$ cat config.mk
export PLATFORM = sky130hd
export DESIGN_NAME = dsp_frame_loader
export DESIGN_NICKNAME = d
export VERILOG_FILES = /design/src/rtl/dsp_frame_loader_pkg.sv /design/src/rtl/frame_strobe_decoder.sv /design/src/rtl/dsp_frame_loader.sv
export SDC_FILE = /design/constraint.sdc
export NUM_CORES = 1
export LEC_CHECK = 0
export ABC_AREA = 0
export CAP_MARGIN = 20
export CORE_MARGIN = 3
export CORE_UTILIZATION = 42
export DETAILED_ROUTE_END_ITERATION = 12
export PLACE_DENSITY_LB_ADDON = 0.25
export SYNTH_ARGS = -nofsm -noshare
export SYNTH_HDL_FRONTEND = slang
export SYNTH_SLANG_ARGS = --single-unit
$ cat constraint.sdc
create_clock -name UserCLK -period 2.25 [get_ports UserCLK]
set_input_delay 0.45 -clock UserCLK [delete_from_list [all_inputs] [get_ports UserCLK]]
set_output_delay 0.45 -clock UserCLK [all_outputs]
set_load 0.005 [all_outputs]
$ cat src/rtl/dsp_frame_loader_pkg.sv
// Shared types, widths and helpers for the DSP supertile column frame loader.
package dsp_frame_loader_pkg;

  // Sequencer states. A frame walks WAIT_BOT -> WAIT_TOP -> STROBE -> GAP.
  typedef enum logic [2:0] {
    IDLE     = 3'd0,
    WAIT_BOT = 3'd1,
    WAIT_TOP = 3'd2,
    STROBE   = 3'd3,
    GAP      = 3'd4,
    DONE     = 3'd5
  } state_t;

  // Width of a counter able to hold the value n.
  function automatic int cnt_width(input int n);
    return $clog2(n + 1);
  endfunction

  // Width of an index selecting one of n items; never narrower than 1 bit.
  function automatic int idx_width(input int n);
    return (n > 1) ? $clog2(n) : 1;
  endfunction

  // Widths for the default column height of 20 frames.
  localparam int MAX_FRAMES_PER_COL_DEF = 20;
  localparam int CW = cnt_width(MAX_FRAMES_PER_COL_DEF);
  localparam int IW = idx_width(MAX_FRAMES_PER_COL_DEF);

  // Strobe hold counter covers STROBE_CYCLES up to 15.
  localparam int HOLD_W = 4;

  // A load request is legal for 1..max_frames frames.
  function automatic logic count_legal(input int fc, input int max_frames);
    return (fc >= 1) && (fc <= max_frames);
  endfunction

endpackage

$ cat src/rtl/frame_strobe_decoder.sv
// Registered one-hot decoder driving the supertile FrameStrobe bus.
module frame_strobe_decoder
  import dsp_frame_loader_pkg::*;
#(
  parameter int N     = MAX_FRAMES_PER_COL_DEF,
  parameter int IDX_W = IW
) (
  input  logic             UserCLK,
  input  logic             resetn,
  input  logic [IDX_W-1:0] idx,
  input  logic             en,
  output logic [N-1:0]     strobe
);

  logic [N-1:0] onehot;

  // Decode the frame index into a single strobe bit, gated by the enable.
  always_comb begin
    // NOTE: default assignment first; without it a combinational block can infer a latch.
    onehot = '0;
    for (int i = 0; i < N; i++) begin
      onehot[i] = en && (idx == IDX_W'(i));
    end
  end

  // Strobe register; held at zero while reset is asserted.
  always_ff @(posedge UserCLK) begin
    // NOTE: non-blocking assignment so every flop samples pre-edge values, independent of block order.
    if (!resetn) begin
      strobe <= '0;
    end else begin
      strobe <= onehot;
    end
  end

endmodule

$ cat src/rtl/dsp_frame_loader.sv
// Configuration sequencer for one DSP supertile column: takes a bot word and a
// top word per frame, presents them on the frame data rows, then pulses the
// frame's strobe bit and holds the data for one gap cycle afterwards.
module dsp_frame_loader
  import dsp_frame_loader_pkg::*;
#(
  parameter int MAX_FRAMES_PER_COL = 20,
  parameter int FRAME_BITS_PER_ROW = 32,
  parameter int STROBE_CYCLES      = 1
) (
  input  logic                                    UserCLK,
  input  logic                                    resetn,
  input  logic                                    start,
  input  logic [$clog2(MAX_FRAMES_PER_COL+1)-1:0] frame_count,
  input  logic                                    abort,
  input  logic [FRAME_BITS_PER_ROW-1:0]           s_data,
  input  logic                                    s_valid,
  output logic                                    s_ready,
  output logic [FRAME_BITS_PER_ROW-1:0]           bot_frame_data,
  output logic [FRAME_BITS_PER_ROW-1:0]           top_frame_data,
  output logic [MAX_FRAMES_PER_COL-1:0]           frame_strobe,
  output logic                                    busy,
  output logic                                    done,
  output logic                                    err
);

  localparam int FCW = cnt_width(MAX_FRAMES_PER_COL);
  localparam int FIW = idx_width(MAX_FRAMES_PER_COL);

  state_t                        state_q, state_d;
  logic [FIW-1:0]                idx_q, idx_d;
  logic [FCW-1:0]                count_q, count_d;
  logic [HOLD_W-1:0]             hold_q, hold_d;
  logic [FRAME_BITS_PER_ROW-1:0] bot_d, top_d;
  logic                          err_d;
  logic                          strobe_en;

  // Words are only taken while waiting for one, and never in an abort cycle.
  assign s_ready = ((state_q == WAIT_BOT) || (state_q == WAIT_TOP)) && !abort;

  // Next-state and next-register values for the load sequencer.
  always_comb begin
    state_d = state_q;
    idx_d   = idx_q;
    count_d = count_q;
    hold_d  = hold_q;
    bot_d   = bot_frame_data;
    top_d   = top_frame_data;
    err_d   = 1'b0;

    if ((state_q != IDLE) && abort) begin
      // Cancel from any active state; already strobed frames stay written.
      state_d = IDLE;
      err_d   = 1'b1;
    end else begin
      unique case (state_q)
        IDLE: begin
          if (start) begin
            if (count_legal(int'(frame_count), MAX_FRAMES_PER_COL)) begin
              count_d = frame_count;
              idx_d   = '0;
              state_d = WAIT_BOT;
            end else begin
              err_d = 1'b1;
            end
          end
        end
        WAIT_BOT: begin
          if (s_valid && s_ready) begin
            bot_d   = s_data;
            state_d = WAIT_TOP;
          end
        end
        WAIT_TOP: begin
          if (s_valid && s_ready) begin
            top_d   = s_data;
            hold_d  = '0;
            state_d = STROBE;
          end
        end
        STROBE: begin
          if (hold_q == HOLD_W'(STROBE_CYCLES - 1)) begin
            state_d = GAP;
          end else begin
            hold_d = hold_q + HOLD_W'(1);
          end
        end
        GAP: begin
          // Data is still held here so the supertile sees hold time after the strobe.
          if (FCW'(idx_q) == count_q - FCW'(1)) begin
            state_d = DONE;
          end else begin
            idx_d   = idx_q + FIW'(1);
            state_d = WAIT_BOT;
          end
        end
        DONE: begin
          state_d = IDLE;
        end
        default: begin
          state_d = IDLE;
        end
      endcase
    end
  end

  // The strobe register follows the next state, so it is high exactly while in STROBE.
  assign strobe_en = (state_d == STROBE);

  frame_strobe_decoder #(
    .N     (MAX_FRAMES_PER_COL),
    .IDX_W (FIW)
  ) u_strobe (
    .UserCLK (UserCLK),
    .resetn  (resetn),
    .idx     (idx_d),
    .en      (strobe_en),
    .strobe  (frame_strobe)
  );

  // Sequencer state, frame data rows and registered status outputs.
  always_ff @(posedge UserCLK) begin
    if (!resetn) begin
      // NOTE: the data rows are reset as well, so the supertile sees zeros rather than X after reset.
      state_q        <= IDLE;
      idx_q          <= '0;
      count_q        <= '0;
      hold_q         <= '0;
      bot_frame_data <= '0;
      top_frame_data <= '0;
      busy           <= 1'b0;
      done           <= 1'b0;
      err            <= 1'b0;
    end else begin
      state_q        <= state_d;
      idx_q          <= idx_d;
      count_q        <= count_d;
      hold_q         <= hold_d;
      bot_frame_data <= bot_d;
      top_frame_data <= top_d;
      busy           <= (state_d != IDLE);
      done           <= (state_d == DONE);
      err            <= err_d;
    end
  end

endmodule

==> qor.txt, run 1 <==
DRC Markers: 0
final-report max-slew violation count: 0
Root Driver: clkbuf_8
syn nets: 542
most frequent cells in the layout: 146 x nand2_1, 121 x clkdlybuf4s50_1, 98 x dfxtp_1
DR WL/cell: 16.3 um
initial antenna violation count: 0
Core Rows: 36
Fin. Hold Viols: 0
FF-to-FF path depth: 9
final net count: 712
Tmin final: 2360 ps
post-synth top area share: 48.3%
most common cell after layout, fill and taps aside: nand2_1
Setup crit start kind: flip-flop
number of synthesized flops with an enable pin: 0
Async SR Flop Fraction: 0%
post-synthesis register bit count: 104
Chip Height: 107 um
GRT Overall Usage: 22.1%
multi-input logic area: 0.00245 mm^2
# setup viols final: 16
largest cells by area after synthesis: dfxtp_1 48%, nand2_1 13%, a21boi_0 12%
PnR worst setup slack: -107 ps
total CTS buffers: 9
First-pass DRT Iterations: 4
synth unique cells: 58
relative slew slack: 54.9%
fill count: 765
CP Max Fanout: 5
initial core utilization: 43.7%
clock latency on the worst-skew pair: 360 ps
DR iter-0 viols: 166
Vias/cell: 5.22
Post-DRT Antenna Nets: 0
failing checks: negative setup slack
Buffers on Ports: 129
share of cells above drive strength 1: 21.6%
CTS sink count: 104
kind of critical path: reg2reg
FMAX: 0.424 GHz
Inst Count DP: 774
register area share after synthesis: 48.3%
Synth Instances: 496
largest net degree at the start of global routing: 82
core area: 0.00986 mm^2
routability cong.: 0.890
area delta synth->final: 56.8%
pwr/cell area: 515 mW/mm^2
Cell Area, Synth: 0.00431 mm^2
Worst EP arrival: 2610 ps
cell taking the most area after synthesis: dfxtp_1
vias: 4193
Post-Route Utilization: 68.5%
Leakage: 2.40 nW
vias in the first global route: 4160
Hold Path Depth: 2
RSZ-0062 raised after global routing: yes
Top Ports: 130
Top FF cell, synth: dfxtp_1
CP required: 2500 ps
DP HPWL: 8340 um
register area: 0.00209 mm^2
Worst Hold Class: reg2reg
warnings from Yosys: 0
antenna cells: 0
Post-Layout Cell Count: 804
Peak VDD IR: 0.383 mV
DIE AREA: 0.0115 mm^2
Clock Path Buffers: 2
Setup crit end kind: flip-flop
chip width: 107 um
outcome: finished, violations left
Clock Skew: 16.7 ps
worst-margin pin slew: 677 ps
Routed WL: 13100 um
fin crit share: 105%
Clock transition at path regs: 90 ps
CTS tree: built
Clock H-tree levels: 3
first-pass GRT wire length: 20500 um
synthesized area per cell: 8.69 um^2
max-cap violations: 0
grt total ovfl: 0
-- stage by stage --
step / power, mW / cell area (um^2) / setup WS, ps / TNS (ps) / hold slack [ps]
floorplan: 2.08 / 4320 / 4.37 / 0 / 455
global placement: 2.28 / 6030 / -524 / -14990 / 451
detailed placement: 2.29 / 6030 / -626 / -20100 / 457
CTS: 3.47 / 6540 / 0.696 / 0 / 470
global route: 3.62 / 6750 / -178 / -2380 / 492
finish: 3.48 / 6750 / -107 / -611 / 464
-- flip-flops by register name (all words and copies together) (netlist names) --
register / flops
count_q: 5
hold_q: 4
done: 1
err: 1
busy: 1
bot_frame_data: 32
state_q: 3
u_strobe.strobe: 20
idx_q: 5
top_frame_data: 32
-- report_power, final --
group	internal, mW	switching (mW)
registers	1.87	0.0260
logic	0.234	0.185
clock network	0.522	0.645
total	2.62	0.856
-- cells by family after synthesis --
kind of cell	count (synthesis)	synth area share [%]
AO/OA/AOI/OAI	113	20.0
XOR/XNOR	9	1.83
adder cells (fa/ha/maj)	4	1.16
buffers and inverters	41	4.18
flip-flops	104	48.3
multiplexers	1	0.261
AND/OR/NAND/NOR	224	24.2
-- path summary, 6_finish.rpt --
kind	slack (ps)	endpoint	from
setup / recovery	-110	u_strobe.strobe[12]	count_q[0]
hold / removal	460	top_frame_data[29]	top_frame_data[29]
setup reg to reg	-110	u_strobe.strobe[12]	count_q[0]
hold reg to reg	460	top_frame_data[29]	top_frame_data[29]
-- per-layer routing --
layer  vias up  track usage (%)  wire (um)
met5         -                0          0
met3        31             7.62       1080
li1       2028                -          -
met1      1975             24.7       5030
met4         0             8.13        342
met2       159             38.8       6630
-- critical path: stages, from the launching register on --
cell and delay [ps]:
dfxtp_2 360, inv_2 50, ha_4 240, xnor2_1 140
nor2_2 180, o2111a_2 310, nor2_1 140, buf_4 170
o32a_4 430, nor4_2 250
-- synthesized netlist by cell type (all sizes together) (5+ instances only) --
library cell and instances:
a21boi 71, a21oi 7, and2 5, buf 5, clkbuf 28, dfxtp 104
inv 8, nand2 146, nor2 13, nor3 13, nor4 14, o211ai 5
xnor2 5
-- layout make-up --
type | count | area share [%]
flip-flops and latches | 104 | 31.0
clock inverters | 6 | 1.00
clock buffers | 10 | 1.89
inverters | 8 | 0.445
well taps | 133 | 2.46
repair buffers | 192 | 26.9
multi-input cells | 351 | 36.3
-- repair_timing --
action	in CTS	in global routing
pin swaps	26	9
hold buffers	0	0
resized for setup	52	29
buffers inserted	7	7
setup endpoints to repair	24	24
cloned	1	0
Power figures use the tool's default switching activity.
==> run 2: changes to the inputs <==
CORE_ASPECT_RATIO = 2   (was unset)
==> run 2 against run 1 <==
Net effect:
- worst hold slack hardly changed
- final area is 2.3% higher
- critical endpoint is now u_strobe.strobe[5]
- the flow still finishes with violations (negative setup slack)
- routed wire length is 11% higher
- register-to-register slack better by 50 ps
- utilization is 1.4 points higher
- global-route usage is 2.4 points higher
- critical path depth is 3 lower
- non-clock buffer count is 12 higher
- sequential share of layout area is 0.68 points lower
- combinational power is 3% higher
- total power is 15% higher
- clock skew is 8.2 ps lower
==> qor.txt, run 2 (synthesis results as in run 1) <==
routability cong.: 0.976 (+9.7%)
DR WL/cell: 17.7 um (+9.0%)
Root Driver: clkbuf_16
antenna cells: 0 (unchanged)
most common cell after layout, fill and taps aside: nand2_1
outcome: finished, violations left
core area: 0.00989 mm^2 (+0.27%)
GRT Overall Usage: 24.6% (+2.4 points)
fill count: 779 (+1.8%)
register area: 0.00210 mm^2 (about the same)
vias: 4339 (+3.5%)
Buffers on Ports: 129 (unchanged)
Regs by FF count: bot_frame_data (32), top_frame_data (32), u_strobe.strobe (20)
Flop pwr share: 47.3% (-7.1 points)
vias in the first global route: 4543 (+9.2%)
worst path cell trace: or4b_4 > buf_6 > o211ai_1 > and4b_1 > or3b_4 > nor3_2
DR iter-0 viols: 215 (+30%)
relative slew slack: 55.4% (+0.49 points)
Post-DRT Antenna Nets: 0 (unchanged)
Switching Fraction: 22.8% (-1.8 points)
Worst Hold Class: reg2reg
Leakage: 2.50 nW (+4.5%)
Chip Height: 149 um (+39%)
Inst Count DP: 782 (+1.0%)
DP Area: 0.00609 mm^2 (+1.1%)
Post-Layout Cell Count: 816 (+1.5%)
max-cap violations: 0 (unchanged)
final net count: 725 (+1.8%)
PnR worst setup slack: -53.3 ps (+54.2 ps)
largest net degree at the start of global routing: 81 (-1.2%)
Int Power: 3.09 mW (+18%)
fin crit share: 102% (-2.4 points)
CP max-delay cell: or4b_4
clock power share: 41.9% (+8.4 points)
Max stage delay on crit path: 570 ps (+140 ps)
final-report max-slew violation count: 0 (unchanged)
most frequent cells in the layout: 145 x nand2_1, 119 x clkdlybuf4s50_1, 99 x dfxtp_1
Routed WL: 14500 um (+11%)
DRC Markers: 0 (unchanged)
CTS sink count: 104 (unchanged)
CTS tree: built
Clock Path Buffers: 2 (unchanged)
First-pass DRT Iterations: 6 (+2)
Setup crit end kind: flip-flop
FMAX: 0.434 GHz (+2.4%)
clock latency on the worst-skew pair: 340 ps (-20 ps)
failing checks: negative setup slack
# setup viols final: 7 (-9)
Clock Skew: 8.53 ps (-8.21 ps)
CP Max Fanout: 8 (+3)
Clock H-tree levels: 3 (unchanged)
Top Ports: 130 (unchanged)
kind of critical path: reg2reg
pwr/cell area: 579 mW/mm^2 (+12%)
Fin. Hold Viols: 0 (unchanged)
Clock transition at path regs: 70 ps (-20 ps)
area delta synth->final: 60.4%
DIE AREA: 0.0116 mm^2 (+0.64%)
share of cells above drive strength 1: 23.2% (+1.6 points)
multi-input logic area: 0.00240 mm^2 (-2.1%)
initial antenna violation count: 0 (unchanged)
first-pass GRT wire length: 22500 um (+10%)
chip width: 77.6 um (-28%)
Vias/cell: 5.32 (+2.0%)
total CTS buffers: 9 (unchanged)
Setup crit start kind: flip-flop
grt total ovfl: 0 (unchanged)
final instance area: 0.00691 mm^2 (+2.3%)
initial core utilization: 43.6% (-0.12 points)
Core Rows: 51 (+42%)
Comb pwr share: 10.8% (-1.2 points)
DP HPWL: 9740 um (+17%)
worst-margin pin slew: 669 ps (-7.33 ps)
RSZ-0062 raised after global routing: yes
sw power: 0.911 mW (+6.5%)
Tmin final: 2300 ps (-54.2 ps)
Worst EP arrival: 2560 ps (-50 ps)
CP required: 2510 ps (about the same)
Peak VDD IR: 0.572 mV (+49%)
run 2: final timing paths:
path / depth (start not counted) / endpoint / start / slack (ps)
max reg2reg: 6 / u_strobe.strobe[5] / state_q[2] / -50
max: 6 / u_strobe.strobe[5] / state_q[2] / -50
min reg2reg: 2 / top_frame_data[8] / top_frame_data[8] / 460
min: 2 / top_frame_data[8] / top_frame_data[8] / 460
run 2: critical path, delay by kind of cell (launching register included):
kind                   cells  cell delay, ps
and+or+nand+nor            4            1480
DFF                        1             380
AOI/OAI and AO/OA          1             220
buffers and inverters      1             150
run 2: power by group through the flow:
stage               logic [mW]  clock network, mW  registers, mW
floorplan                0.156                  0           1.93
global placement         0.371                  0           1.93
detailed placement       0.378                  0           1.93
CTS                      0.415               1.70           1.89
global route             0.463               1.78           1.89
finish                   0.432               1.68           1.89
run 2: timing repair:
action,in CTS,in global routing
pin swaps,30,15
endpoints found under the setup margin,27,26
gates resized for setup,58,27
setup buffers,9,10
gates cloned,1,0
hold buffers,0,0
run 2: routing by layer:
layer  global-route usage [%]  wire, um
met5                        0         0
met4                     14.1       772
met3                     6.89       903
met2                     45.4      7890
met1                     23.8      4920
run 2: final cells by class:
class                           count  share of cell area [%]
Timing Repair Buffer              204                    27.5
Multi-Input combinational cell    352                    34.7
Tap cell                          132                    2.39
Clock buffer                       10                    3.31
Sequential cell                   104                    30.3
Clock inverter                      6                    1.32
Inverter                            8                   0.435
run 2: through the flow:
step                hold slack [ps]  TNS, ps  worst slack (ps)  total power, mW  util [%]
floorplan                       455        0              4.37             2.08         -
detailed placement              457   -30670              -685             2.31      61.6
global route                    491    -1210              -135             4.14      69.9
global placement                451   -27490              -679             2.30      61.6
CTS                             453    -17.6             -14.2             4.00      68.1
finish                          464     -179             -53.3             4.00      69.9
==> run 3: changes to the inputs <==
CORE_UTILIZATION = 35   (was 42)
==> run 3 against run 2 <==
Net effect:
- highest routed layer unchanged
- final cell count is 0.98% higher
- count of clock-buffer cells in the layout is the same
- clock power hardly changed
- setup slack better by 6.0 ps
- worst hold slack improved by 2.2 ps
- total power about the same
- largest power group unchanged
- routed wire length down 2.9%
- the flow still finishes with violations (negative setup slack)
- maximum frequency is 0.26% higher
- sequential cell count stayed put
- combinational power is essentially flat
- sequential share of layout area hardly changed
==> qor.txt, run 3 (synthesis results as in run 1) <==
Vias/cell: 5.10 (-4.1%)
worst-margin pin slew: 707 ps (+37.6 ps)
Buffers on Ports: 129 (unchanged)
grt total ovfl: 0 (unchanged)
DP Area: 0.00614 mm^2 (+0.80%)
Root Driver: clkbuf_16
cell family with most CP delay: compound AO/OA/AOI/OAI gates
RSZ-0062 raised after global routing: yes
share of cells above drive strength 1: 22.4% (-0.86 points)
Worst EP arrival: 2540 ps (-20 ps)
total CTS buffers: 9 (unchanged)
vias: 4203 (-3.1%)
DR iter-0 viols: 146 (-32%)
Hold WS: 466 ps (+2.20 ps)
fill count: 1094 (+40%)
outcome: finished, violations left
CP max-delay cell: or3_4
Chip Height: 163 um (+9.2%)
pre-CTS WS: -618 ps (+67.0 ps)
worst path cell trace: inv_2 > ha_4 > xnor2_2 > a22oi_2 > o2111a_2 > o311a_4 > or3_4 > nor4_1
most frequent cells in the layout: 146 x nand2_1, 120 x clkdlybuf4s50_1, 99 x dfxtp_1
Leakage: 2.47 nW (-1.4%)
FMAX: 0.435 GHz (+0.26%)
Comb pwr share: 10.8% (about the same)
final net count: 720 (-0.69%)
Regs by FF count: bot_frame_data (32), top_frame_data (32), u_strobe.strobe (20)
area delta synth->final: 60.1%
Clock Skew: 9.14 ps (+0.611 ps)
initial core utilization: 36.2% (-7.4 points)
Post-Layout Cell Count: 824 (+0.98%)
most common cell after layout, fill and taps aside: nand2_1
antenna cells: 0 (unchanged)
CP required: 2500 ps (about the same)
CTS sink count: 104 (unchanged)
CP Max Fanout: 6 (-2)
Clock Path Buffers: 2 (unchanged)
PnR worst setup slack: -47.3 ps (+6.01 ps)
Switching Fraction: 22.8% (about the same)
Peak VDD IR: 0.388 mV (-32%)
GRT Overall Usage: 20.2% (-4.3 points)
Core Rows: 56 (+9.8%)
initial antenna violation count: 0 (unchanged)
Setup TNS Final: -96.7 ps (+81.9 ps)
# setup viols final: 5 (-2)
Inst Count DP: 796 (+1.8%)
Post-DRT Antenna Nets: 0 (unchanged)
pwr/cell area: 580 mW/mm^2 (+0.29%)
Routed WL: 14100 um (-2.9%)
Pwr Total: 4.00 mW (about the same)
worst path bufs/invs: 1 (unchanged)
sw power: 0.911 mW (about the same)
DP HPWL: 10100 um (+3.6%)
largest net degree at the start of global routing: 81 (unchanged)
final-report max-slew violation count: 0 (unchanged)
Int Power: 3.09 mW (+0.12%)
Flop pwr share: 47.2% (about the same)
first-pass GRT wire length: 22100 um (-2.0%)
CTS tree: built
DIE AREA: 0.0138 mm^2 (+19%)
Top Ports: 130 (unchanged)
relative slew slack: 52.9% (-2.5 points)
DR WL/cell: 17.1 um (-3.8%)
core area: 0.0119 mm^2 (+20%)
Clock transition at path regs: 70 ps (about the same)
Setup crit start kind: flip-flop
Tmin final: 2300 ps (-6.01 ps)
kind of critical path: reg2reg
routability cong.: 0.976 (about the same)
failing checks: negative setup slack
final instance area: 0.00690 mm^2 (-0.20%)
vias in the first global route: 4368 (-3.9%)
chip width: 84.5 um (+8.8%)
Worst Hold Class: reg2reg
hold buffers post-CTS: 0 (unchanged)
Clock H-tree levels: 3 (unchanged)
First-pass DRT Iterations: 4 (-2)
Setup crit end kind: flip-flop
Max stage delay on crit path: 460 ps (-110 ps)
Post-Route Utilization: 57.9% (-12 points)
DRC Markers: 0 (unchanged)
max-cap violations: 0 (unchanged)
Fin. Hold Viols: 0 (unchanged)
fin crit share: 102% (-0.27 points)
clock power share: 42.0% (about the same)
clock latency on the worst-skew pair: 340 ps (about the same)
run 3: area by class of cell:
| type | count | area (um^2) | share of cell area (%) |
|---|---|---|---|
| Multi-Input combinational cell | 352 | 2410 | 35.0 |
| Clock inverter | 6 | 90.1 | 1.31 |
| Timing Repair Buffer | 199 | 1860 | 27.0 |
| Inverter | 8 | 30.0 | 0.435 |
| Tap cell | 145 | 181 | 2.63 |
| Clock buffer | 10 | 229 | 3.32 |
| Sequential cell | 104 | 2090 | 30.3 |
run 3: final timing paths:
kind	slack (ps)	startpoint	cells past startpoint	to
worst min register to register	470	bot_frame_data[31]	2	bot_frame_data[31]
worst max register to register	-50	count_q[0]	8	u_strobe.strobe[16]
worst min-delay path	470	bot_frame_data[31]	2	bot_frame_data[31]
worst max-delay path	-50	count_q[0]	8	u_strobe.strobe[16]
run 3: worst reg2reg max path, delay by kind of cell, from the launching register on:
family,cells,cell delay (ps)
AOI/OAI and AO/OA,3,760
xor gates and xnor gates,1,170
adders and majority gates,1,170
buffers and inverters,1,40
DFF,1,340
and+or+nand+nor,2,710
run 3: power groups by stage:
| stage | sequential, mW | combinational [mW] | clock, mW |
|---|---|---|---|
| 2_1_floorplan | 1.93 | 0.156 | 0 |
| 3_3_place_gp | 1.93 | 0.382 | 0 |
| 3_5_place_dp | 1.93 | 0.387 | 0 |
| 4_1_cts | 1.89 | 0.416 | 1.71 |
| 5_1_grt | 1.89 | 0.463 | 1.79 |
| 6_report | 1.89 | 0.430 | 1.68 |
run 3: per-layer routing:
metal | vias up | track usage, % | part of all wire [%]
met3 | 42 | 4.76 | 5.0
met1 | 1966 | 19.4 | 35
met4 | 0 | 11.2 | 4.8
met5 | - | 0 | 0
met2 | 140 | 38.6 | 55
li1 | 2055 | - | -
run 3: what timing repair did:
action / CTS / global route
gates cloned: 1 / 0
pin swaps: 19 / 24
setup endpoints to repair: 25 / 25
endpoints found under the hold margin: 0 / 0
setup buffers: 8 / 4
gates resized for setup: 42 / 33
